## src/rtl/compare_search_pkg.sv

```systemverilog
// -----------------------------------------------------------------------------
// compare_search_pkg
// Shared definitions for the compare_search binary-search controller:
//   - state_e : controller states IDLE / SETTLE / EVAL / FINISH
//   - FLAG_*  : comparator flag-vector encoding, packed as {lt, eq, gt}
// -----------------------------------------------------------------------------
package compare_search_pkg;

    typedef enum logic [1:0] {
        IDLE   = 2'd0,
        SETTLE = 2'd1,
        EVAL   = 2'd2,
        FINISH = 2'd3
    } state_e;

    // Flag vector {a_less_b, a_equal_b, a_greater_b}
    localparam logic [2:0] FLAG_LT = 3'b100;
    localparam logic [2:0] FLAG_EQ = 3'b010;
    localparam logic [2:0] FLAG_GT = 3'b001;

endpackage

```

## src/rtl/compare_search.sv

```systemverilog
// -----------------------------------------------------------------------------
// compare_search
// Binary search of an unknown target using an external magnitude comparator.
// The controller drives a trial value on probe, waits CMP_LAT settle cycles,
// samples the comparator flags once and narrows the [lo, hi] window until the
// comparator reports equality or the answer becomes impossible.
//
// Ports
//   clk          : clock, rising edge
//   reset        : synchronous active-high reset
//   start        : begin a new search (accepted only in IDLE)
//   probe        : registered trial value for the comparator a operand
//   a_less_b     : comparator flag, probe <  target
//   a_equal_b    : comparator flag, probe == target
//   a_greater_b  : comparator flag, probe >  target
//   busy         : high whenever not IDLE
//   done         : one-cycle completion pulse (FINISH)
//   result       : value found, held until next accepted start
//   error        : search aborted, held until next accepted start
//   steps        : number of EVAL cycles of the last search
// -----------------------------------------------------------------------------
module compare_search
    import compare_search_pkg::*;
#(
    parameter int WIDTH   = 4,
    parameter int CMP_LAT = 0
) (
    input  logic                           clk,
    input  logic                           reset,
    input  logic                           start,
    output logic [WIDTH-1:0]               probe,
    input  logic                           a_less_b,
    input  logic                           a_equal_b,
    input  logic                           a_greater_b,
    output logic                           busy,
    output logic                           done,
    output logic [WIDTH-1:0]               result,
    output logic                           error,
    output logic [$clog2(WIDTH+2)-1:0]     steps
);

    localparam int          SW          = $clog2(WIDTH + 2);
    localparam logic [WIDTH:0] MAXV     = {1'b0, {WIDTH{1'b1}}};
    localparam int unsigned SETTLE_LAST = (CMP_LAT > 0) ? CMP_LAT - 1 : 0;
    localparam logic [1:0]  CNT_LAST    = 2'(SETTLE_LAST);

    state_e             r_state,  w_state_nxt;
    logic [WIDTH:0]     r_lo,     w_lo_nxt;
    logic [WIDTH:0]     r_hi,     w_hi_nxt;
    logic [WIDTH-1:0]   r_probe,  w_probe_nxt;
    logic [WIDTH-1:0]   r_result, w_result_nxt;
    logic               r_error,  w_error_nxt;
    logic [SW-1:0]      r_steps,  w_steps_nxt;
    logic [1:0]         r_cnt,    w_cnt_nxt;

    logic [2:0]         w_flags;
    logic [WIDTH:0]     w_probe_ext;
    logic [WIDTH:0]     w_up_lo;
    logic [WIDTH:0]     w_up_hi;

    // Midpoint of a non-empty window; never exceeds hi so it fits WIDTH bits.
    function automatic logic [WIDTH-1:0] mid(input logic [WIDTH:0] lo,
                                             input logic [WIDTH:0] hi);
        logic [WIDTH:0] m;
        m = lo + ((hi - lo) >> 1);
        return m[WIDTH-1:0];
    endfunction

    // State entered after every probe load.
    function automatic state_e after_probe();
        if (CMP_LAT > 0)
            return SETTLE;
        return EVAL;
    endfunction

    always_comb begin
        w_state_nxt  = r_state;
        w_lo_nxt     = r_lo;
        w_hi_nxt     = r_hi;
        w_probe_nxt  = r_probe;
        w_result_nxt = r_result;
        w_error_nxt  = r_error;
        w_steps_nxt  = r_steps;
        w_cnt_nxt    = r_cnt;

        w_flags     = {a_less_b, a_equal_b, a_greater_b};
        w_probe_ext = {1'b0, r_probe};
        w_up_lo     = w_probe_ext + 1'b1;
        // Wraps when probe is 0, but that case is rejected before use.
        w_up_hi     = w_probe_ext - 1'b1;

        unique case (r_state)
            IDLE: begin
                if (start) begin
                    w_lo_nxt     = '0;
                    w_hi_nxt     = MAXV;
                    w_probe_nxt  = mid('0, MAXV);
                    w_result_nxt = '0;
                    w_error_nxt  = 1'b0;
                    w_steps_nxt  = '0;
                    w_cnt_nxt    = '0;
                    w_state_nxt  = after_probe();
                end
            end

            SETTLE: begin
                if (r_cnt == CNT_LAST)
                    w_state_nxt = EVAL;
                else
                    w_cnt_nxt = r_cnt + 2'd1;
            end

            EVAL: begin
                w_steps_nxt = r_steps + SW'(1);
                w_cnt_nxt   = '0;
                case (w_flags)
                    FLAG_EQ: begin
                        w_result_nxt = r_probe;
                        w_state_nxt  = FINISH;
                    end
                    FLAG_LT: begin
                        if ((w_probe_ext == MAXV) || (w_up_lo > r_hi)) begin
                            w_error_nxt = 1'b1;
                            w_state_nxt = FINISH;
                        end else begin
                            w_lo_nxt    = w_up_lo;
                            w_probe_nxt = mid(w_up_lo, r_hi);
                            w_state_nxt = after_probe();
                        end
                    end
                    FLAG_GT: begin
                        if ((r_probe == '0) || (r_lo > w_up_hi)) begin
                            w_error_nxt = 1'b1;
                            w_state_nxt = FINISH;
                        end else begin
                            w_hi_nxt    = w_up_hi;
                            w_probe_nxt = mid(r_lo, w_up_hi);
                            w_state_nxt = after_probe();
                        end
                    end
                    default: begin
                        // Flags not one-hot: comparator is inconsistent.
                        w_error_nxt = 1'b1;
                        w_state_nxt = FINISH;
                    end
                endcase
            end

            FINISH: begin
                w_state_nxt = IDLE;
            end

            default: begin
                w_state_nxt = IDLE;
            end
        endcase
    end

    always_ff @(posedge clk) begin
        if (reset) begin
            r_state  <= IDLE;
            r_lo     <= '0;
            r_hi     <= '0;
            r_probe  <= '0;
            r_result <= '0;
            r_error  <= 1'b0;
            r_steps  <= '0;
            r_cnt    <= '0;
        end else begin
            r_state  <= w_state_nxt;
            r_lo     <= w_lo_nxt;
            r_hi     <= w_hi_nxt;
            r_probe  <= w_probe_nxt;
            r_result <= w_result_nxt;
            r_error  <= w_error_nxt;
            r_steps  <= w_steps_nxt;
            r_cnt    <= w_cnt_nxt;
        end
    end

    assign probe  = r_probe;
    assign busy   = (r_state != IDLE);
    assign done   = (r_state == FINISH);
    assign result = r_result;
    assign error  = r_error;
    assign steps  = r_steps;

endmodule
```

## config.mk

```make
export PLATFORM = sky130hd
export DESIGN_NAME = compare_search
export DESIGN_NICKNAME = d
export VERILOG_FILES = /design/src/rtl/compare_search_pkg.sv /design/src/rtl/compare_search.sv
export SDC_FILE = /design/constraint.sdc
export NUM_CORES = 1
export LEC_CHECK = 0
export BUFFER_PORTS_ARGS = -buffer_cell sky130_fd_sc_hd__buf_2
export CORE_MARGIN = 2
export CORE_UTILIZATION = 30
export DETAILED_ROUTE_END_ITERATION = 12
export HOLD_SLACK_MARGIN = 0.08
export PLACE_DENSITY = 0.47
export SYNTH_ARGS = -nofsm -noshare
export SYNTH_HDL_FRONTEND = slang
export SYNTH_SLANG_ARGS = --single-unit
export TNS_END_PERCENT = 100
```

## constraint.sdc

```tcl
create_clock -name clk -period 5.1 [get_ports clk]
set_input_delay 1.53 -clock clk [delete_from_list [all_inputs] [get_ports clk]]
set_output_delay 1.53 -clock clk [all_outputs]
set_load 0.05 [all_outputs]
```

Word-level counts from Yosys, hierarchy flattened
Index checks and enable logic that the tools add are counted.
- bits in registers: 26
- output and inout port bits: 14
- add/sub/neg operators: 8
- magnitude comparators: 2
- eq/ne operators: 21
- mux-type cells: 32
- reduce and logical (&&, ||, !) cells: 16
- operator list (operator ; count):
    two-way mux 5 bit ; 6
    case mux 4 bit (2 select lines) ; 3
    two-way mux 4 bit ; 5
    case mux 5 bit (2 select lines) ; 2
    != test 2 bit, second input constant ; 7
    != test 3 bit, second input constant ; 4
    greater-than comparator 5 bit ; 2
    AND reduction 5 bit ; 2
    subtractor 5 bit ; 2
    adder 4 bit ; 2
    two-way mux 2 bit ; 4
    case mux 2 bit (4 select lines) ; 1
    AND reduction 4 bit ; 2
    case mux 2 bit (3 select lines) ; 1
    case mux 3 bit (2 select lines) ; 1
    AND reduction 3 bit ; 2
    adder 4 x 1 -> 5 bit, second input constant ; 1
    two-way mux 1 bit ; 5
    subtractor 4 x 1 -> 5 bit, second input constant ; 1
    equality test 2 bit, second input constant ; 2
    equality test 4 bit, second input constant ; 1
    logical NOT 2 bit ; 2
    logical NOT 4 bit ; 1
    != test 2 x 1 -> 1 bit, second input constant ; 2
    14 further kinds ; 18

Depth between registers and ports, before layout
Gate-level depths: netlist of the first run.
- word-level depth: 6
- gate-level depth with buffers: 15

Worst setup path after synthesis of the first run
OpenSTA, ideal clock, no wires.
- path kind: reg2reg
- start: register r_probe[0], in the netlist probe[0]
- end: register r_probe[3], in the netlist probe[3]
- arrival: 3.037 ns
- path slack: 1.935 ns
- stages on the path, launching flop included: 14
- buffers on the path: 1
- cells stage by stage: dfxtp_1 > buf_4 > inv_1 > ha_1 > inv_1 > fa_1 > xor2_1 > ha_1 > a21o_1 > a21oi_1 > xnor2_1 > xnor2_1 > mux2i_1 > o32ai_1
- word-level cells in the longest chain between the ends: 6
- elaborated cells between the ends (all ways): 19
- those cells by class: add/sub (6); order compare (2); eq/ne (3); mux (4); reduce/logical (4)
- ends and longest elaborated chain (item ; line ; source):
    from (decl) ; compare_search.sv:50 ; logic [WIDTH-1:0] r_probe, w_probe_nxt;
    from (signal assigned) ; compare_search.sv:173 ; r_probe <= w_probe_nxt;
    subtractor 4 x 1 -> 5 bit or adder 4 x 1 -> 5 bit (tied branches) ; compare_search.sv:90, compare_search.sv:88 ;
    subtractor 5 bit ; compare_search.sv:65 ; m = lo + ((hi - lo) >> 1);
    adder 4 bit ; compare_search.sv:65 ;
    two-way mux 4 bit, on equally long branches ; compare_search.sv:132, compare_search.sv:122 ;
    case mux 4 bit (2 select lines) ; compare_search.sv:116 ; case (w_flags)
    case mux 4 bit (2 select lines) ; compare_search.sv:92 ; unique case (r_state)
Several ways; a longest one is shown, not always the timed one. The select of a mux whose other input is x is not followed.
A chain may end at the register's enable or synchronous reset.

Worst setup path after layout of the first run
Ends and elaborated chain as after synthesis.

==> results of run 1 <==
[worst paths after layout]
path | startpoint | to | slack [ps]
worst max-delay path | probe[0] | probe[3] | 1790
worst min-delay path | r_lo[4] | r_lo[4] | 470
worst max register to register | probe[0] | probe[3] | 1790
worst min register to register | r_lo[4] | r_lo[4] | 470
[power by group through the flow]
stage               combinational, mW  clock, mW  sequential (mW)
CTS                             0.414      0.185            0.240
global route                    0.460      0.191            0.242
detailed placement              0.411          0            0.244
finish                          0.411      0.180            0.239
global placement                0.415          0            0.244
floorplan                       0.305          0            0.259
[cell type report]
cell class | count | share of cell area
Inverter | 15 | 0.0275
Clock inverter | 1 | 0.0147
Tap cell | 75 | 0.0458
Timing Repair Buffer | 19 | 0.0464
Sequential cell | 26 | 0.254
Multi-Input combinational cell | 159 | 0.592
Clock buffer | 3 | 0.0201
[synthesized netlist by cell type, drive strengths merged (3+ instances only)]
master  number  area share
nor3        10       0.027
xor2         6       0.029
xnor2        9       0.043
nand2        9       0.019
fa           4       0.044
nor2        28       0.062
o32ai        4       0.019
a21oi       22       0.062
or2          3       0.010
o22ai        5       0.017
dfxtp       26        0.29
clkbuf       4      0.0082
nor3b        5       0.027
inv         15       0.031
a21o         6       0.025
ha          19        0.13
buf          4       0.011
[registers in the layout, indices dropped and copies added (netlist names)]
signal,count
r_hi,5
r_lo,5
probe,4
result,4
steps,3
r_cnt,2
r_state,2
error,1
[cells by family (layout without fill, tap and decap cells)]
| family | after synthesis | after routing | share of synthesized area |
|---|---|---|---|
| AO/OA/AOI/OAI | 54 | 54 | 0.215 |
| XOR/XNOR | 15 | 15 | 0.0720 |
| adder cells (fa/ha/maj) | 23 | 23 | 0.174 |
| buffers and inverters | 23 | 38 | 0.0501 |
| flip-flops | 26 | 26 | 0.285 |
| multiplexers | 3 | 3 | 0.0178 |
| AND/OR/NAND/NOR | 64 | 64 | 0.186 |
[worst max-delay path, cell delays in order (launching register included)]
cell and delay (ps):
dfxtp_1 540, inv_1 190, ha_1 260, xor2_1 270, ha_1 340, a21o_1 170
a31o_2 230, xor2_1 150, ha_1 310, a21oi_1 200, xnor2_1 160, xnor2_1 90
mux2i_1 160, o32ai_1 110
[routing by layer]
metal | track usage | vias to the layer above | part of all wire
met4 | 0.0200 | 0 | 0.0071
met1 | 0.192 | 680 | 0.48
met3 | 0.0308 | 4 | 0.040
met2 | 0.224 | 22 | 0.47
li1 | - | 763 | -
met5 | 0 | - | 0
[stage by stage]
| stage | setup WS [ps] | cells |
|---|---|---|
| floorplan | 1930 | 208 |
| global placement | 1830 | 294 |
| detailed placement | 1800 | 294 |
| CTS | 1770 | 298 |
| global route | 1570 | 298 |
| finish | 1790 | 298 |
==> flow_summary.yaml, run 1 <==
power_and_ir_drop:
  pwr-share-seq: 0.288
  clockPowerShare: 0.217
  power.internal_mw: 0.490
  power_mw: 0.829
  pwr-share-comb: 0.495
  p_leak_nw: 0.825
  p_sw_frac: 0.409
  power.switching_mw: 0.339
  p_per_area_mw_per_mm2: 405
  ir_drop_uv: 177
hold_path:
  hp-class: "reg -> reg"
  hold_path_depth: 2
final_layout:
  multi_input_area_mm2: 0.00121
  n_fill_cell: 597
  final_common_cell: "nor2_1"
  layout.nets: 253
  syn_to_final_growth_pct: 12.3
  antennaDiodeCount: 0
  drive_gt1_frac: 0.166
  fin_area_mm2: 0.00205
  final-seq-area_um2: 520
  most-common-layout-cells: "nor2_1 (27), dfxtp_1 (26), a21oi_1 (21)"
  fin_util: 0.348
timing:
  maxSlewHeadroom: 0.540
  period_share: 0.649
  timing.setup.tns_ps: 0
  setup_violations: 0
  holdWs_ps: 468
  drv_slew: 0
  worst_pin_slew_ps: 688
  fin_skew_ps: 14.0
  rsz0062_at_grt: "no"
  finalHoldViolCount: 0
  fmax_ghz: 0.302
  min_period_ps: 3310
clock_network:
  clk_root_buffer_cell: "clkbuf_8"
  cts.clk_slew.worst_paths_ps: 110
  h-tree-depth: 1
  post_cts_buffers: 0
  cts_hold_buf: 0
  cts_tree: "yes"
  clock-sinks: 26
  clk_path_buf_depth: 2
  cts.repair.resized: 0
  clk_latency_ps: 280
  numCtsBuffers: 3
synthesis:
  async_flop_share: 0
  syn-num-nets: 237
  ys_ff_latch: 26
  yosysSeqAreaShare: 0.285
  synth_edf_count: 0
  postSynthAreaPerCell_um2: 8.77
  synth_area_mm2: 0.00182
  syn_inst: 208
  ys.flop_type: "dfxtp_1"
  yosysWarnings: 0
  synth_cell_type_count: 46
worst_setup_path:
  worstSetupPathType: "reg -> reg"
  critPathArrivalTime_ps: 3470
  critPathLaunchType: "flop"
  cp.required_ps: 5260
  crit_fanout: 11
  r2r.worst_path.cells: 13
  crit_path_end_kind: "flop"
place:
  port_buffers: 19
  placed_area_mm2: 0.00198
  place_congestion: 0.805
  hpwl_mm: 3.36
floorplan:
  core_mm2: 0.00589
  die_w_um: 82.0
  die_height_um: 82.0
  io_pins: 20
  initial_core_util: 0.310
  rows: 28
  die_area_mm2: 0.00672
global_routing:
  grt_pass1_vias: 1392
  grt_start_max_net_pins: 28
  grtUsageTotal: 0.138
  grt_pass1_wl_mm: 7.04
  antenna_found_initial: 0
  overflow: 0
route:
  antenna_left: 0
  post-route-drc-count: 0
  dr.pass1.iters: 4
  wl_mm: 4.37
  drtIter0Drc: 60
  viasPerCell: 4.93
  via_count: 1469
  avgRoutedWirePerCell_um: 14.7
flow_run:
  maxCapViolCount: 0
outcome:
  status: "complete, no violations"
No activity file was read; power rests on OpenSTA's default activity.
==> inputs of run 2 (changes only) <==
--- a/config.mk
+++ b/config.mk
@@ -5,12 +5,13 @@
 export SDC_FILE = /design/constraint.sdc
 export NUM_CORES = 1
 export LEC_CHECK = 0
+export ABC_AREA = 1
 export BUFFER_PORTS_ARGS = -buffer_cell sky130_fd_sc_hd__buf_2
 export CORE_MARGIN = 2
 export CORE_UTILIZATION = 30
 export DETAILED_ROUTE_END_ITERATION = 12
 export HOLD_SLACK_MARGIN = 0.08
-export PLACE_DENSITY = 0.47
+export PLACE_DENSITY = 0.49
 export SYNTH_ARGS = -nofsm -noshare
 export SYNTH_HDL_FRONTEND = slang
 export SYNTH_SLANG_ARGS = --single-unit
==> constraint.sdc (replaced) <==
create_clock -name clk -period 2.9 [get_ports clk]
set_input_delay 0.87 -clock clk [delete_from_list [all_inputs] [get_ports clk]]
set_output_delay 0.87 -clock clk [all_outputs]
set_load 0.05 [all_outputs]
==> flow_summary.yaml, run 2 <==
route:
  post-route-drc-count: 0
  viasPerCell: 4.72
  via_count: 1868
  dr.pass1.iters: 4
  avgRoutedWirePerCell_um: 12.9
  drtIter0Drc: 51
  antenna_left: 0
  wl_mm: 5.11
floorplan:
  die_w_um: 85.9
  rows: 29
  initial_core_util: 0.313
  core_mm2: 0.00642
  die_height_um: 85.9
  io_pins: 20
  die_area_mm2: 0.00738
global_routing:
  grt_pass1_vias: 1783
  grt_pass1_wl_mm: 8.52
  antenna_found_initial: 0
  grt_start_max_net_pins: 16
  grtUsageTotal: 0.147
  overflow: 0
final_layout:
  layout.cells.non_filler: 396
  fin_util: 0.387
  layout.nets: 349
  antennaDiodeCount: 0
  final_common_cell: "nand2_1"
  syn_to_final_growth_pct: 23.4
  fin_area_mm2: 0.00248
  most-common-layout-cells: "nand2_1 (54), inv_1 (36), nor2_1 (31)"
  reg_top3: "r_hi: 5 flops, r_lo: 5 flops"
  drive_gt1_frac: 0.288
clock_network:
  clk_latency_ps: 280
  cts.clk_slew.worst_paths_ps: 90
  clk_path_buf_depth: 2
  clk_root_buffer_cell: "clkbuf_8"
  cts_tree: "yes"
  clock-sinks: 26
  numCtsBuffers: 3
  h-tree-depth: 1
timing:
  setup_violations: 0
  period_share: 0.947
  fmax_ghz: 0.364
  worst_pin_slew_ps: 411
  drv_slew: 0
  min_period_ps: 2750
  maxSlewHeadroom: 0.726
  holdWs_ps: 442
  timing.setup.tns_ps: 0
  fin_skew_ps: 2.42
  worst_slack_ps: 152
  finalHoldViolCount: 0
outcome:
  status: "complete, no violations"
place:
  dp_cells: 389
  port_buffers: 19
  place_congestion: 0.820
  hpwl_mm: 4.03
  dp_slack_ps: -99.6
  placed_area_mm2: 0.00228
hold_path:
  hp-class: "reg -> reg"
worst_setup_path:
  critPathArrivalTime_ps: 2930
  crit_fanout: 6
  cp.required_ps: 3090
  worstSetupPathType: "reg -> reg"
  critPathLaunchType: "flop"
  crit_path_end_kind: "flop"
synthesis:
  synth_cell_type_count: 37
  netlist_top_cells_count: "nand2_1 (58), inv_1 (40), nor2_1 (32)"
  synth_top_cell_area_share: 0.259
  syn_inst: 286
  ys_ff_latch: 26
  yosysSeqAreaShare: 0.259
  syn-num-nets: 315
  synth_area_mm2: 0.00201
  postSynthAreaPerCell_um2: 7.03
  synth_area_leaders: "dfxtp_1 (26%), ha_1 (12%), nand2_1 (11%), inv_1 (7.5%), nor2_1 (6.0%)"
  synth_edf_count: 0
  yosysWarnings: 0
  yosysMostFrequentCell: "nand2_1"
  async_flop_share: 0
  ys.flop_type: "dfxtp_1"
  yosys.area.top_type: "dfxtp_1"
power_and_ir_drop:
  power.switching_mw: 1.17
  power_mw: 2.48
  clockPowerShare: 0.124
  p_leak_nw: 1.21
  power.internal_mw: 1.31
  pwr-share-comb: 0.679
  p_sw_frac: 0.472
  ir_drop_uv: 408
  pwr-share-seq: 0.196
  p_per_area_mw_per_mm2: 1000
flow_run:
  maxCapViolCount: 0
-- run 2: changes by cell type after synthesis, sizes merged, moves of 5 or more --
cell   change
nor3b      -5
nor2       +8
xnor2      -8
nand4      +7
inv       +28
o21ai     +10
nand2     +58
nand3     +13
nor3       -6
-- run 2: area by class of cell --
type	instances	area (µm²)
fillers	683	3940
repair buffers	34	208
clock inverters	1	30.0
flip-flops and latches	26	529
multi-input cells	212	1410
inverters	43	170
well taps	77	96.3
clock buffers	3	41.3
-- run 2: path summary, 6_finish.rpt --
check	slack (ps)	start	depth (start not counted)	to
worst max-delay path	150	probe[0]	13	probe[1]
worst min-delay path	440	r_lo[4]	2	r_lo[4]
worst min register to register	440	r_lo[4]	2	r_lo[4]
worst max register to register	150	probe[0]	13	probe[1]
-- run 2: power by group through the flow --
| stage | Combinational, mW | Sequential (mW) | Clock (mW) |
|---|---|---|---|
| after floorplan | 1.01 | 0.556 | 0 |
| after global placement | 1.46 | 0.491 | 0 |
| after detailed placement | 1.46 | 0.491 | 0 |
| after CTS | 1.52 | 0.482 | 0.318 |
| after global routing | 1.91 | 0.496 | 0.326 |
| final | 1.69 | 0.487 | 0.309 |
-- run 2: cell families (layout without fill, tap and decap cells) --
| kind of cell | count (synthesis) | after routing | synth area share |
|---|---|---|---|
| xor gates and xnor gates | 7 | 7 | 0.0305 |
| adders and majority gates | 23 | 23 | 0.158 |
| DFF | 26 | 26 | 0.259 |
| buffers and inverters | 48 | 81 | 0.0933 |
| AOI/OAI and AO/OA | 48 | 48 | 0.142 |
| and+or+nand+nor | 134 | 134 | 0.317 |
-- run 2: metal layers --
metal / vias to the layer above / GRT usage / share of wire
met1: 828 / 0.205 / 0.50
met2: 34 / 0.242 / 0.46
met4: 0 / 0.0447 / 0.016
met5: - / 0 / 0
met3: 7 / 0.0115 / 0.023
li1: 999 / - / -
-- run 2: critical path, cell delays in order, from the launching register on --
cell	delay, ps
dfxtp_4	380
clkinvlp_4	120
ha_4	310
inv_4	60
fa_1	510
ha_1	180
inv_1	70
fa_1	540
nand2_1	50
o21ai_0	70
buf_4	140
nand4_1	100
nand2_1	80
nor2_1	40
-- run 2: repair_timing --
action,CTS,global route
buffers inserted,0,3
pin swaps,0,9
gates resized for setup,3,19
setup endpoints to repair,1,3
hold buffers,0,0
